<file path="config.mk">
export PLATFORM = sky130hd
export DESIGN_NAME = regfile_dump
export DESIGN_NICKNAME = d
export VERILOG_FILES = /design/src/rtl/regfile_dump.sv
export SDC_FILE = /design/constraint.sdc
export NUM_CORES = 1
export LEC_CHECK = 0
export CELL_PAD_IN_SITES_DETAIL_PLACEMENT = 1
export CELL_PAD_IN_SITES_GLOBAL_PLACEMENT = 1
export CORE_UTILIZATION = 53
export DETAILED_ROUTE_END_ITERATION = 10
export DONT_BUFFER_PORTS = 1
export GPL_TIMING_DRIVEN = 0
export PLACE_DENSITY = 0.82
export SYNTH_ARGS = -nofsm -noshare
export SYNTH_HDL_FRONTEND = slang
export SYNTH_SLANG_ARGS = --single-unit
export TNS_END_PERCENT = 100
</file>
<file path="constraint.sdc">
create_clock -name clk -period 2.9 [get_ports clk]
set_clock_uncertainty 0.1 [all_clocks]
set_input_delay 0.145 -clock clk [delete_from_list [all_inputs] [get_ports clk]]
set_output_delay 0.145 -clock clk [all_outputs]
set_load 0.02 [all_outputs]
</file>
<file path="src/rtl/regfile_dump.sv">
// Register-file debug dump: walks FIRST_REG..LAST_REG through a dedicated read port and
// streams each register as an index byte plus four data bytes (MSB first) on a valid/ready byte link.
module regfile_dump #(
    parameter int FIRST_REG = 0,
    parameter int LAST_REG  = 31
) (
    input  logic        clk,
    input  logic        reset,
    input  logic        i_Start,
    output logic        o_Busy,
    output logic        o_Done,
    output logic [4:0]  o_Dump_register,
    input  logic [31:0] i_Dump_data,
    output logic [7:0]  o_Tx_data,
    output logic        o_Tx_valid,
    input  logic        i_Tx_ready
);

    localparam logic [4:0] FIRST_IDX = 5'(FIRST_REG);
    localparam logic [4:0] LAST_IDX  = 5'(LAST_REG);

    typedef enum logic [2:0] {
        IDLE,
        LOAD,
        SEND_IDX,
        SEND_DATA,
        DONE
    } state_t;

    state_t      state;
    state_t      state_nxt;
    logic [4:0]  reg_cnt;
    logic [31:0] word;
    logic [1:0]  byte_cnt;

    assign o_Dump_register = reg_cnt;

    always_ff @(posedge clk or posedge reset) begin
        if (reset) begin
            state <= IDLE;
        end else begin
            state <= state_nxt;
        end
    end

    // NOTE: every output of this block gets a default first, so no path can infer a latch.
    always_comb begin
        state_nxt  = state;
        o_Busy     = 1'b1;
        o_Done     = 1'b0;
        o_Tx_valid = 1'b0;
        o_Tx_data  = 8'h00;
        case (state)
            IDLE: begin
                o_Busy = 1'b0;
                if (i_Start) begin
                    state_nxt = LOAD;
                end
            end
            LOAD: begin
                state_nxt = SEND_IDX;
            end
            SEND_IDX: begin
                o_Tx_valid = 1'b1;
                o_Tx_data  = {3'b000, reg_cnt};
                if (i_Tx_ready) begin
                    state_nxt = SEND_DATA;
                end
            end
            SEND_DATA: begin
                o_Tx_valid = 1'b1;
                o_Tx_data  = word[31:24];
                if (i_Tx_ready && byte_cnt == 2'd3) begin
                    state_nxt = (reg_cnt == LAST_IDX) ? DONE : LOAD;
                end
            end
            DONE: begin
                o_Done    = 1'b1;
                state_nxt = IDLE;
            end
            default: begin
                state_nxt = IDLE;
            end
        endcase
    end

    // Valid and data are decoded from state and only move on a handshake, so they stay
    // stable while the transmitter stalls.
    always_ff @(posedge clk or posedge reset) begin
        if (reset) begin
            reg_cnt  <= FIRST_IDX;
            word     <= 32'h0;
            byte_cnt <= 2'd0;
        end else begin
            case (state)
                IDLE: begin
                    reg_cnt <= FIRST_IDX;
                end
                LOAD: begin
                    word <= i_Dump_data;
                end
                SEND_IDX: begin
                    if (i_Tx_ready) begin
                        byte_cnt <= 2'd0;
                    end
                end
                SEND_DATA: begin
                    if (i_Tx_ready) begin
                        word     <= word << 8;
                        byte_cnt <= byte_cnt + 2'd1;
                        // LAST_REG ends the walk here, so the counter never wraps to 0.
                        if (byte_cnt == 2'd3 && reg_cnt != LAST_IDX) begin
                            reg_cnt <= reg_cnt + 5'd1;
                        end
                    end
                end
                DONE: begin
                    reg_cnt <= FIRST_IDX;
                end
                default: begin
                end
            endcase
        end
    end

endmodule

</file>
==> flow_metrics.py, run 1 <==
metrics = {
    "run_status": {
        "status": "finished, final reports clean",
    },
    "synth": {
        "synth_edf_count": 0,
        "ys_types": 28,
        "netlist_area_um2": 2120,
        "ys.warnings.count": 0,
        "synth-seq-cells": 42,
        "syn_avg_cell_area_um2": 12.2,
        "synth_top_area_share_pct": 49.7,
        "ys_seq_area_share_pct": 49.7,
        "yosys_most_used_dff": "dfrtp_1",
        "synth_nets": 212,
        "synth.area.top_cells": "dfrtp_1 50%, mux2_2 26%, a22o_1 3.3%, mux2i_1 2.8%, ha_1 1.8%",
        "syn_inst": 173,
        "async_flop_share_pct": 100,
        "synth_top_cell_by_area": "dfrtp_1",
    },
    "critical_path": {
        "reg2regPathDepth": 6,
        "crit_path_start_kind": "register",
        "rr_startpoint": "o_Dump_register[0]",
        "ff2ff_setup_slack_ns": 0.54,
        "crit_top_cell": "ha_1",
        "cp.arrival_ns": 2.47,
        "cp.depth": 6,
        "slowest_delay_ns": 0.53,
        "crit_type": "register to register",
        "crit_slowest_cell": "or4_1",
        "worstPathCellList": "ha_1 -> and3_1 -> ha_1 -> nand3b_1 -> or4_1 -> a21oi_1",
        "critPathCapture": "o_Dump_register[3]",
        "crit_path_max_fanout": 6,
        "r2r_end": "o_Dump_register[3]",
        "cp_num_buf_inv": 0,
        "startpoint": "o_Dump_register[0]",
        "crit_path_end_kind": "register",
        "cp_data_required_time_ns": 3.00,
        "cp_top_family": "simple AND/OR/NAND/NOR gates",
    },
    "job": {
        "maxCapViolations": 0,
    },
    "timing": {
        "slew_headroom_pct": 40.2,
        "report.final.setup_viol": 0,
        "drv_slew": 0,
        "layout_min_cycle_time_ns": 2.36,
        "final_hold_viol_count": 0,
        "setup_ws_ns": 0.536,
        "tns_ns": 0,
        "tightest_slew_ns": 0.896,
        "fmax_mhz": 423,
        "fin_crit_sh_pct": 81.5,
        "rsz0062_at_grt": "false",
        "whs_ns": 0.0152,
    },
    "routing": {
        "drt_iter0_drc": 77,
        "wire_per_inst_um": 21.8,
        "routed_wl_mm": 5.22,
        "remaining_drc_errors": 0,
        "drtPass1Iterations": 4,
        "post_drt_via_cell_ratio": 6.02,
        "dr_total_vias": 1438,
        "detail-route-antenna-nets": 0,
    },
    "global_route": {
        "grt_overflow_total": 0,
        "grt_pass1_vias": 1759,
        "grtUsageTotal_pct": 27.3,
        "grt_pass1_wl_mm": 8.47,
        "antenna_found_initial": 0,
        "grt_max_degree": 43,
    },
    "pwr": {
        "peakVddDrop_uv": 505,
        "power-per-cell-area_nw_per_um2": 989,
        "power_leakage_nw": 1.16,
    },
    "layout": {
        "multiInputGateArea_um2": 1010,
        "final_util_pct": 64.1,
        "seq_area_um2": 1050,
        "nets": 230,
        "area_delta_synth_final_pct": 13.4,
        "num_antenna_cells": 0,
        "layout_common_cells": "48 x mux2_2, 42 x dfrtp_1, 11 x dlygate4sd3_1",
        "fillers": 372,
        "post-route-cell-area_um2": 2400,
        "final_common_cell": "mux2_2",
        "drive_gt1_share_pct": 33.0,
    },
    "floorplanning": {
        "die_h_um": 65.2,
        "io_pins": 52,
        "num_rows": 22,
        "core_um2": 3740,
        "die_w_um": 65.2,
        "start_util_pct": 56.5,
        "die-area_um2": 4250,
    },
    "cts": {
        "h-tree-depth": 2,
        "cts_buffers": 5,
        "cts_tree": "done",
        "root_buffer": "clkbuf_8",
        "clk_path_buf_depth": 2,
        "cts_sinks": 42,
        "postCtsSetupRepairBufs": 0,
        "insertion_delay_ns": 0.28,
        "clkTransAtPathRegs_ns": 0.08,
    },
    "place": {
        "placed_area_um2": 2180,
        "io_buffers": 0,
        "gp_congestion": 0.757,
        "post-dp-hpwl_mm": 3.50,
        "dp_slack_ns": 0.626,
    },
    "min_path": {
        "holdCritPathClass": "primary input to register",
    },
}
[cells by family (layout without fill, tap and decap cells)]
family                   after synthesis  after routing  synth area share [%]
multiplexers                          54             54                  28.4
flip-flops                            42             42                  49.7
AND/OR/NAND/NOR                       41             41                  10.8
AO/OA/AOI/OAI                         20             20                  6.56
buffers and inverters                 13             31                  2.78
adder cells (fa/ha/maj)                3              3                  1.77
[area by class of cell]
class                      count  share of cell area, %
buffer                        10                   1.98
clock buffer                   6                   3.44
clock inverter                 1                   1.25
inverter                       3                  0.469
multi-input combinational    118                   41.9
sequential                    42                   43.8
tap                           48                   2.50
timing repair buffer          11                   4.59
[state kept, by name, summed over array words and instances, names as in the netlist]
| signal | count |
|---|---|
| word | 32 |
| o_Dump_register | 5 |
| state | 3 |
| byte_cnt | 2 |
[power by group]
part           switching [mW]  internal [mW]  total (mW)
combinational           0.484          0.466       0.950
clock                   0.191          0.276       0.466
sequential              0.176          0.780       0.956
total                   0.851           1.52        2.37
[timing repair]
action	in CTS	in global routing
hold buffers	11	0
endpoints found under the hold margin	52	0
gates resized for setup	0	0
[synthesized netlist by cell type (all sizes together), types with 2 or more instances]
master,count
nand3b,3
and3b,2
a22o,8
or3,2
a21oi,5
mux2,48
dfrtp,42
nor2,9
clkbuf,4
and2,4
ha,3
nand3,5
mux2i,6
nand2,4
inv,3
o21ai,5
buf,6
nand2b,5
[worst min-delay path by stage]
| stage | from | end | cells after the start |
|---|---|---|---|
| after detailed placement | reset | byte_cnt[1] | 1 |
| final | i_Tx_ready | state[1] | 2 |
| after floorplan | i_Tx_ready | state[2] | 1 |
| after CTS | i_Tx_ready | state[1] | 2 |
| after global placement | i_Tx_ready | state[2] | 1 |
| after global routing | i_Tx_ready | state[1] | 2 |
[routing by layer]
metal  GRT usage, %  vias to the layer above  wire (um)
met1           29.4                      722       2010
met5              0                        -          0
met2           49.6                       40       2770
met4           10.6                        0        153
li1               -                      659          -
met3           7.99                       17        284
[through the flow]
stage | power, mW | instances
2_1_floorplan | 1.67 | 173
3_3_place_gp | 1.81 | 221
3_5_place_dp | 1.89 | 221
4_1_cts | 2.38 | 239
5_1_grt | 2.51 | 239
6_report | 2.37 | 239
Note: power is estimated with default switching activity, not from simulation.
==> run 2, diff against run 1 <==
--- a/config.mk
+++ b/config.mk
@@ -7,11 +7,11 @@
 export LEC_CHECK = 0
 export CELL_PAD_IN_SITES_DETAIL_PLACEMENT = 1
 export CELL_PAD_IN_SITES_GLOBAL_PLACEMENT = 1
-export CORE_UTILIZATION = 53
+export CORE_UTILIZATION = 49
 export DETAILED_ROUTE_END_ITERATION = 10
 export DONT_BUFFER_PORTS = 1
 export GPL_TIMING_DRIVEN = 0
-export PLACE_DENSITY = 0.82
+export PLACE_DENSITY = 0.77
 export SYNTH_ARGS = -nofsm -noshare
 export SYNTH_HDL_FRONTEND = slang
 export SYNTH_SLANG_ARGS = --single-unit
==> constraint.sdc (replaced) <==
create_clock -name clk -period 2.3 [get_ports clk]
set_clock_uncertainty 0.1 [all_clocks]
set_input_delay 0.115 -clock clk [delete_from_list [all_inputs] [get_ports clk]]
set_output_delay 0.115 -clock clk [all_outputs]
set_load 0.02 [all_outputs]
==> run 2 against run 1 <==
Compared with the run above:
- sequential share of layout area fell by 1.6 points
- count of clock-buffer cells in the layout fell by 1
- sequential cell count did not move
- cell count rose by 5.4%
- maximum frequency rose by 6.0%
- setup slack got worse by 0.47 ns
- non-clock buffer count rose by 10
- die area rose by 7.9%
==> flow_metrics.py, run 2 (same netlist as run 1, synthesis figures left out) <==
metrics = {
    "run_status": {
        "status": "finished, final reports clean",
    },
    "critical_path": {
        "cp_data_required_time_ns": 2.41,
        "crit_path_start_kind": "register",
        "cp_top_family": "simple AND/OR/NAND/NOR gates",
        "worstPathCellList": "ha_1 -> and3_1 -> ha_1 -> nand3b_1 -> buf_4 -> or3_1 -> a21oi_1",
        "rr_startpoint": "o_Dump_register[0]",
        "crit_path_end_kind": "register",
        "crit_type": "register to register",
        "startpoint": "o_Dump_register[0]",
        "crit_top_cell": "ha_1",
        "slowest_delay_ns": 0.49,
        "cp.arrival_ns": 2.34,
        "cp_num_buf_inv": 1,
        "crit_slowest_cell": "dfrtp_2",
        "crit_path_max_fanout": 6,
    },
    "layout": {
        "seq_area_um2": 1050,
        "final_common_cell": "mux2_2",
        "largest_reg_flops": 32,
        "nets": 240,
        "finalNonFillerCells": 252,
        "area_delta_synth_final_pct": 17.9,
        "final_util_pct": 61.1,
        "regMostFlops": "word",
        "fillers": 412,
        "num_antenna_cells": 0,
        "multiInputGateArea_um2": 1010,
        "drive_gt1_share_pct": 33.7,
        "layout_common_cells": "48 x mux2_2, 40 x dfrtp_1, 19 x dlygate4sd3_1",
    },
    "floorplanning": {
        "die_h_um": 67.7,
        "die-area_um2": 4580,
        "start_util_pct": 51.8,
        "num_rows": 23,
        "die_w_um": 67.7,
        "core_um2": 4090,
        "io_pins": 52,
    },
    "routing": {
        "detail-route-antenna-nets": 0,
        "drtPass1Iterations": 4,
        "post_drt_via_cell_ratio": 5.83,
        "drt_iter0_drc": 42,
        "routed_wl_mm": 5.05,
        "dr_total_vias": 1469,
        "wire_per_inst_um": 20.1,
        "remaining_drc_errors": 0,
    },
    "global_route": {
        "grt_pass1_wl_mm": 8.00,
        "grt_max_degree": 43,
        "grtUsageTotal_pct": 24.3,
        "antenna_found_initial": 0,
        "grt_overflow_total": 0,
        "grt_pass1_vias": 1586,
    },
    "min_path": {
        "min_from": "i_Dump_data[22]",
        "holdCritPathClass": "primary input to register",
    },
    "cts": {
        "clk_path_buf_depth": 2,
        "cts_buffers": 5,
        "insertion_delay_ns": 0.29,
        "clkTransAtPathRegs_ns": 0.08,
        "h-tree-depth": 2,
        "cts_sinks": 42,
        "root_buffer": "clkbuf_8",
        "cts_tree": "done",
    },
    "timing": {
        "final_hold_viol_count": 0,
        "fmax_mhz": 449,
        "fin_crit_sh_pct": 96.9,
        "report.final.setup_viol": 0,
        "slew_headroom_pct": 42.6,
        "tightest_slew_ns": 0.859,
        "layout_min_cycle_time_ns": 2.23,
        "drv_slew": 0,
    },
    "place": {
        "gp_congestion": 0.782,
        "dp_cells": 223,
        "post-dp-hpwl_mm": 3.49,
        "io_buffers": 0,
    },
    "pwr": {
        "peakVddDrop_uv": 547,
        "power-per-cell-area_nw_per_um2": 1190,
        "power_leakage_nw": 1.20,
    },
    "job": {
        "maxCapViolations": 0,
    },
}
==> run 2: changes by cell type in the layout (fill, tap and decap cells not counted), sizes merged <==
cell / before / now
clkinv: 0 / 2
dlygate4sd3: 11 / 19
clkbuf: 10 / 9
buf: 6 / 8
==> run 2: final cells by class <==
type,count,area share (%)
well taps,50,2.51
clock buffers,5,2.76
clock inverters,3,1.60
inverters,3,0.451
repair buffers,21,8.22
plain buffers,10,1.91
flip-flops and latches,42,42.2
multi-input cells,118,40.3
==> run 2: repair_timing <==
item,4_1_cts,5_1_grt
setup endpoints to repair,0,1
hold endpoints to repair,60,1
resized for setup,0,2
hold buffers,18,1
buffers inserted,0,2
==> run 2: through the flow <==
stage               hold slack (ns)  instance area (um2)  TNS, ns  power [mW]  setup WS, ns
floorplan                     0.149                 2120        0        2.11         0.230
global placement              0.151                 2180        0        2.29         0.109
detailed placement            0.120                 2180        0        2.38        0.0483
CTS                        0.000936                 2470        0        2.98        0.0230
global route                0.00138                 2490  -0.0564        3.15       -0.0376
finish                      0.00105                 2490        0        2.97        0.0706
==> run 2: where the power goes <==
part	total, mW	internal (mW)	switching, mW	leakage (nW)
clock network	0.564	0.319	0.245	0.0579
logic	1.19	0.600	0.595	0.600
registers	1.21	0.987	0.225	0.543
==> run 2: worst reg2reg max path, cell delays in order (launching register included) <==
cell	delay (ns)
dfrtp_2	0.49
ha_1	0.23
and3_1	0.18
ha_1	0.22
nand3b_1	0.26
buf_4	0.18
or3_1	0.32
a21oi_1	0.16
==> run 2: worst paths after layout <==
| path | slack (ns) | cells past startpoint | end |
|---|---|---|---|
| setup / recovery | 0.07 | 7 | o_Dump_register[0] |
| hold / removal | 0.001 | 2 | word[22] |
| max in group asynchronous | 1.15 | 2 | o_Dump_register[0] |
| setup reg to reg | 0.07 | 7 | o_Dump_register[0] |
| min in group asynchronous | 0.35 | 2 | word[1] |
| hold reg to reg | 0.40 | 1 | word[30] |
==> run 2: routing by layer <==
metal / part of all wire [%] / vias up / global-route usage, % / routed length (um)
met3: 4.6 / 9 / 6.76 / 234
met5: 0 / - / 0 / 0
met1: 42 / 738 / 29.0 / 2110
met2: 52 / 37 / 41.1 / 2610
met4: 2.0 / 0 / 9.84 / 99
li1: - / 685 / - / -
==> run 3, diff against run 2 <==
--- a/config.mk
+++ b/config.mk
@@ -5,9 +5,10 @@
 export SDC_FILE = /design/constraint.sdc
 export NUM_CORES = 1
 export LEC_CHECK = 0
+export ABC_AREA = 1
 export CELL_PAD_IN_SITES_DETAIL_PLACEMENT = 1
 export CELL_PAD_IN_SITES_GLOBAL_PLACEMENT = 1
-export CORE_UTILIZATION = 49
+export CORE_UTILIZATION = 46
 export DETAILED_ROUTE_END_ITERATION = 10
 export DONT_BUFFER_PORTS = 1
 export GPL_TIMING_DRIVEN = 0
==> run 3 against run 2 <==
Compared with the run above:
- register-to-register slack better by 0.15 ns
- cell count rose by 58%
- sequential cell count stayed put
==> flow_metrics.py, run 3 <==
metrics = {
    "timing": {
        "fmax_mhz": 459,
        "report.final.setup_viol": 0,
        "slew_headroom_pct": 54.3,
        "final_hold_viol_count": 0,
        "whs_ns": 0.00664,
        "layout_min_cycle_time_ns": 2.18,
        "setup_ws_ns": 0.121,
        "tns_ns": 0,
        "drv_slew": 0,
        "fin_crit_sh_pct": 94.8,
        "tightest_slew_ns": 0.679,
    },
    "cts": {
        "clk_path_buf_depth": 2,
        "h-tree-depth": 2,
        "cts_buffers": 5,
        "insertion_delay_ns": 0.30,
        "root_buffer": "clkbuf_8",
        "cts_sinks": 42,
        "clkTransAtPathRegs_ns": 0.08,
        "cts_tree": "done",
    },
    "layout": {
        "regMostFlops": "word",
        "area_delta_synth_final_pct": 22.4,
        "final_common_cell": "nand2_1",
        "fillers": 614,
        "largest_reg_flops": 32,
        "nets": 368,
        "drive_gt1_share_pct": 23.1,
        "num_antenna_cells": 0,
        "layout_common_cells": "64 x nand2_1, 46 x inv_1, 42 x dfrtp_1",
    },
    "pwr": {
        "peakVddDrop_uv": 634,
        "power-per-cell-area_nw_per_um2": 1410,
        "power_leakage_nw": 1.45,
    },
    "floorplanning": {
        "die_h_um": 74.7,
        "core_um2": 5110,
        "num_rows": 26,
        "die-area_um2": 5570,
        "die_w_um": 74.7,
        "start_util_pct": 47.6,
        "io_pins": 52,
    },
    "synth": {
        "netlist_area_um2": 2430,
        "synth_top_cell_by_area": "dfrtp_1",
        "ys.warnings.count": 0,
        "synth_edf_count": 0,
        "yosys_most_used_dff": "dfrtp_1",
        "ys_top_cells_by_count": "64 x nand2_1, 47 x inv_1, 42 x dfrtp_1",
        "syn_inst": 289,
        "async_flop_share_pct": 100,
        "synth.area.top_cells": "dfrtp_1 43%, nand2_1 9.9%, inv_1 7.3%, o21ai_2 7.2%, o21ai_0 6.6%",
        "synth_nets": 328,
        "synth_top_area_share_pct": 43.3,
        "synth.most_common_cell": "nand2_1",
        "ys_types": 25,
        "ys_seq_area_share_pct": 43.3,
        "syn_avg_cell_area_um2": 8.40,
        "synth-seq-cells": 42,
    },
    "routing": {
        "wire_per_inst_um": 15.8,
        "routed_wl_mm": 6.31,
        "detail-route-antenna-nets": 0,
        "dr_total_vias": 2062,
        "drt_iter0_drc": 71,
        "post_drt_via_cell_ratio": 5.17,
        "drtPass1Iterations": 4,
        "remaining_drc_errors": 0,
    },
    "global_route": {
        "gr-usage-met3_pct": 4.42,
        "grt_pass1_vias": 2245,
        "grt_pass1_wl_mm": 10.4,
        "grtUsageTotal_pct": 25.3,
        "grt_overflow_total": 0,
        "use_met1_pct": 31.6,
        "antenna_found_initial": 0,
        "grt_max_degree": 29,
        "top_usage_layer": "met2",
        "grt_util_met2_pct": 43.9,
    },
    "run_status": {
        "status": "finished, final reports clean",
    },
    "critical_path": {
        "cp.arrival_ns": 1.96,
        "crit_path_end_kind": "output pin",
        "crit_path_max_fanout": 10,
        "crit_path_start_kind": "register",
        "crit_type": "register to output pin",
        "cp_data_required_time_ns": 2.09,
    },
    "place": {
        "gp_congestion": 0.778,
        "dp_slack_ns": -0.125,
        "io_buffers": 0,
        "post-dp-hpwl_mm": 4.23,
    },
    "min_path": {
        "holdCritPathClass": "primary input to register",
    },
    "job": {
        "maxCapViolations": 0,
    },
}
## run 3: cells by family (layout without fill, tap and decap cells)
family | Yosys count | count (layout) | share of synthesized area, %
DFF | 42 | 42 | 43.3
and+or+nand+nor | 120 | 120 | 23.9
AOI/OAI and AO/OA | 63 | 63 | 18.3
adders and majority gates | 3 | 3 | 1.55
buffers and inverters | 61 | 101 | 12.9
## run 3: path summary, 6_finish.rpt
path | slack [ns] | startpoint | endpoint | cells past startpoint
max | 0.12 | state[2] | o_Tx_data[0] | 5
min | 0.007 | i_Dump_data[16] | word[16] | 4
max reg2reg | 0.22 | o_Dump_register[0] | o_Dump_register[2] | 10
min reg2reg | 0.40 | byte_cnt[1] | byte_cnt[1] | 2
max in group asynchronous | 1.49 | reset | word[22] | 3
min in group asynchronous | 0.15 | reset | word[5] | 2
## run 3: through the flow
stage	area [um2]	util [%]	power (mW)	instances
6_report	2970	58.2	4.19	399
5_1_grt	2970	58.2	4.53	399
4_1_cts	2970	58.1	4.22	399
3_5_place_dp	2540	49.7	3.55	360
3_3_place_gp	2520	49.3	3.44	359
2_1_floorplan	2430	-	3.07	289
## run 3: report_power, final
group / internal, mW / switching (mW)
Combinational: 0.856 / 1.46
Clock: 0.347 / 0.251
Sequential: 1.07 / 0.202
Total: 2.28 / 1.92
## run 3: layout make-up
| class | instances | area [um2] | area share [%] |
|---|---|---|---|
| timing repair buffer | 33 | 340 | 11.4 |
| multi-input combinational | 186 | 1070 | 35.9 |
| clock inverter | 1 | 30.0 | 1.01 |
| tap | 70 | 87.6 | 2.95 |
| clock buffer | 6 | 82.6 | 2.78 |
| buffer | 12 | 130 | 4.38 |
| sequential | 42 | 1050 | 35.4 |
| inverter | 49 | 184 | 6.19 |
## run 3: worst max-delay path, cell delays in order, from the launching register on
cell	delay (ns)
dfrtp_1	0.44
inv_2	0.17
nand3_2	0.11
buf_6	0.18
buf_2	0.19
o21ai_0	0.56
## run 3: per-layer routing
| layer | vias up | part of all wire (%) |
|---|---|---|
| met4 | 0 | 2.3 |
| met2 | 53 | 49 |
| li1 | 997 | - |
| met1 | 999 | 45 |
| met5 | - | 0 |
| met3 | 13 | 3.5 |
## run 3: repair_timing
item	CTS	global route
resized for setup	1	1
endpoints found under the setup margin	5	5
endpoints found under the hold margin	74	0
buffers inserted	0	0
hold buffers	32	0
pin swaps	0	0
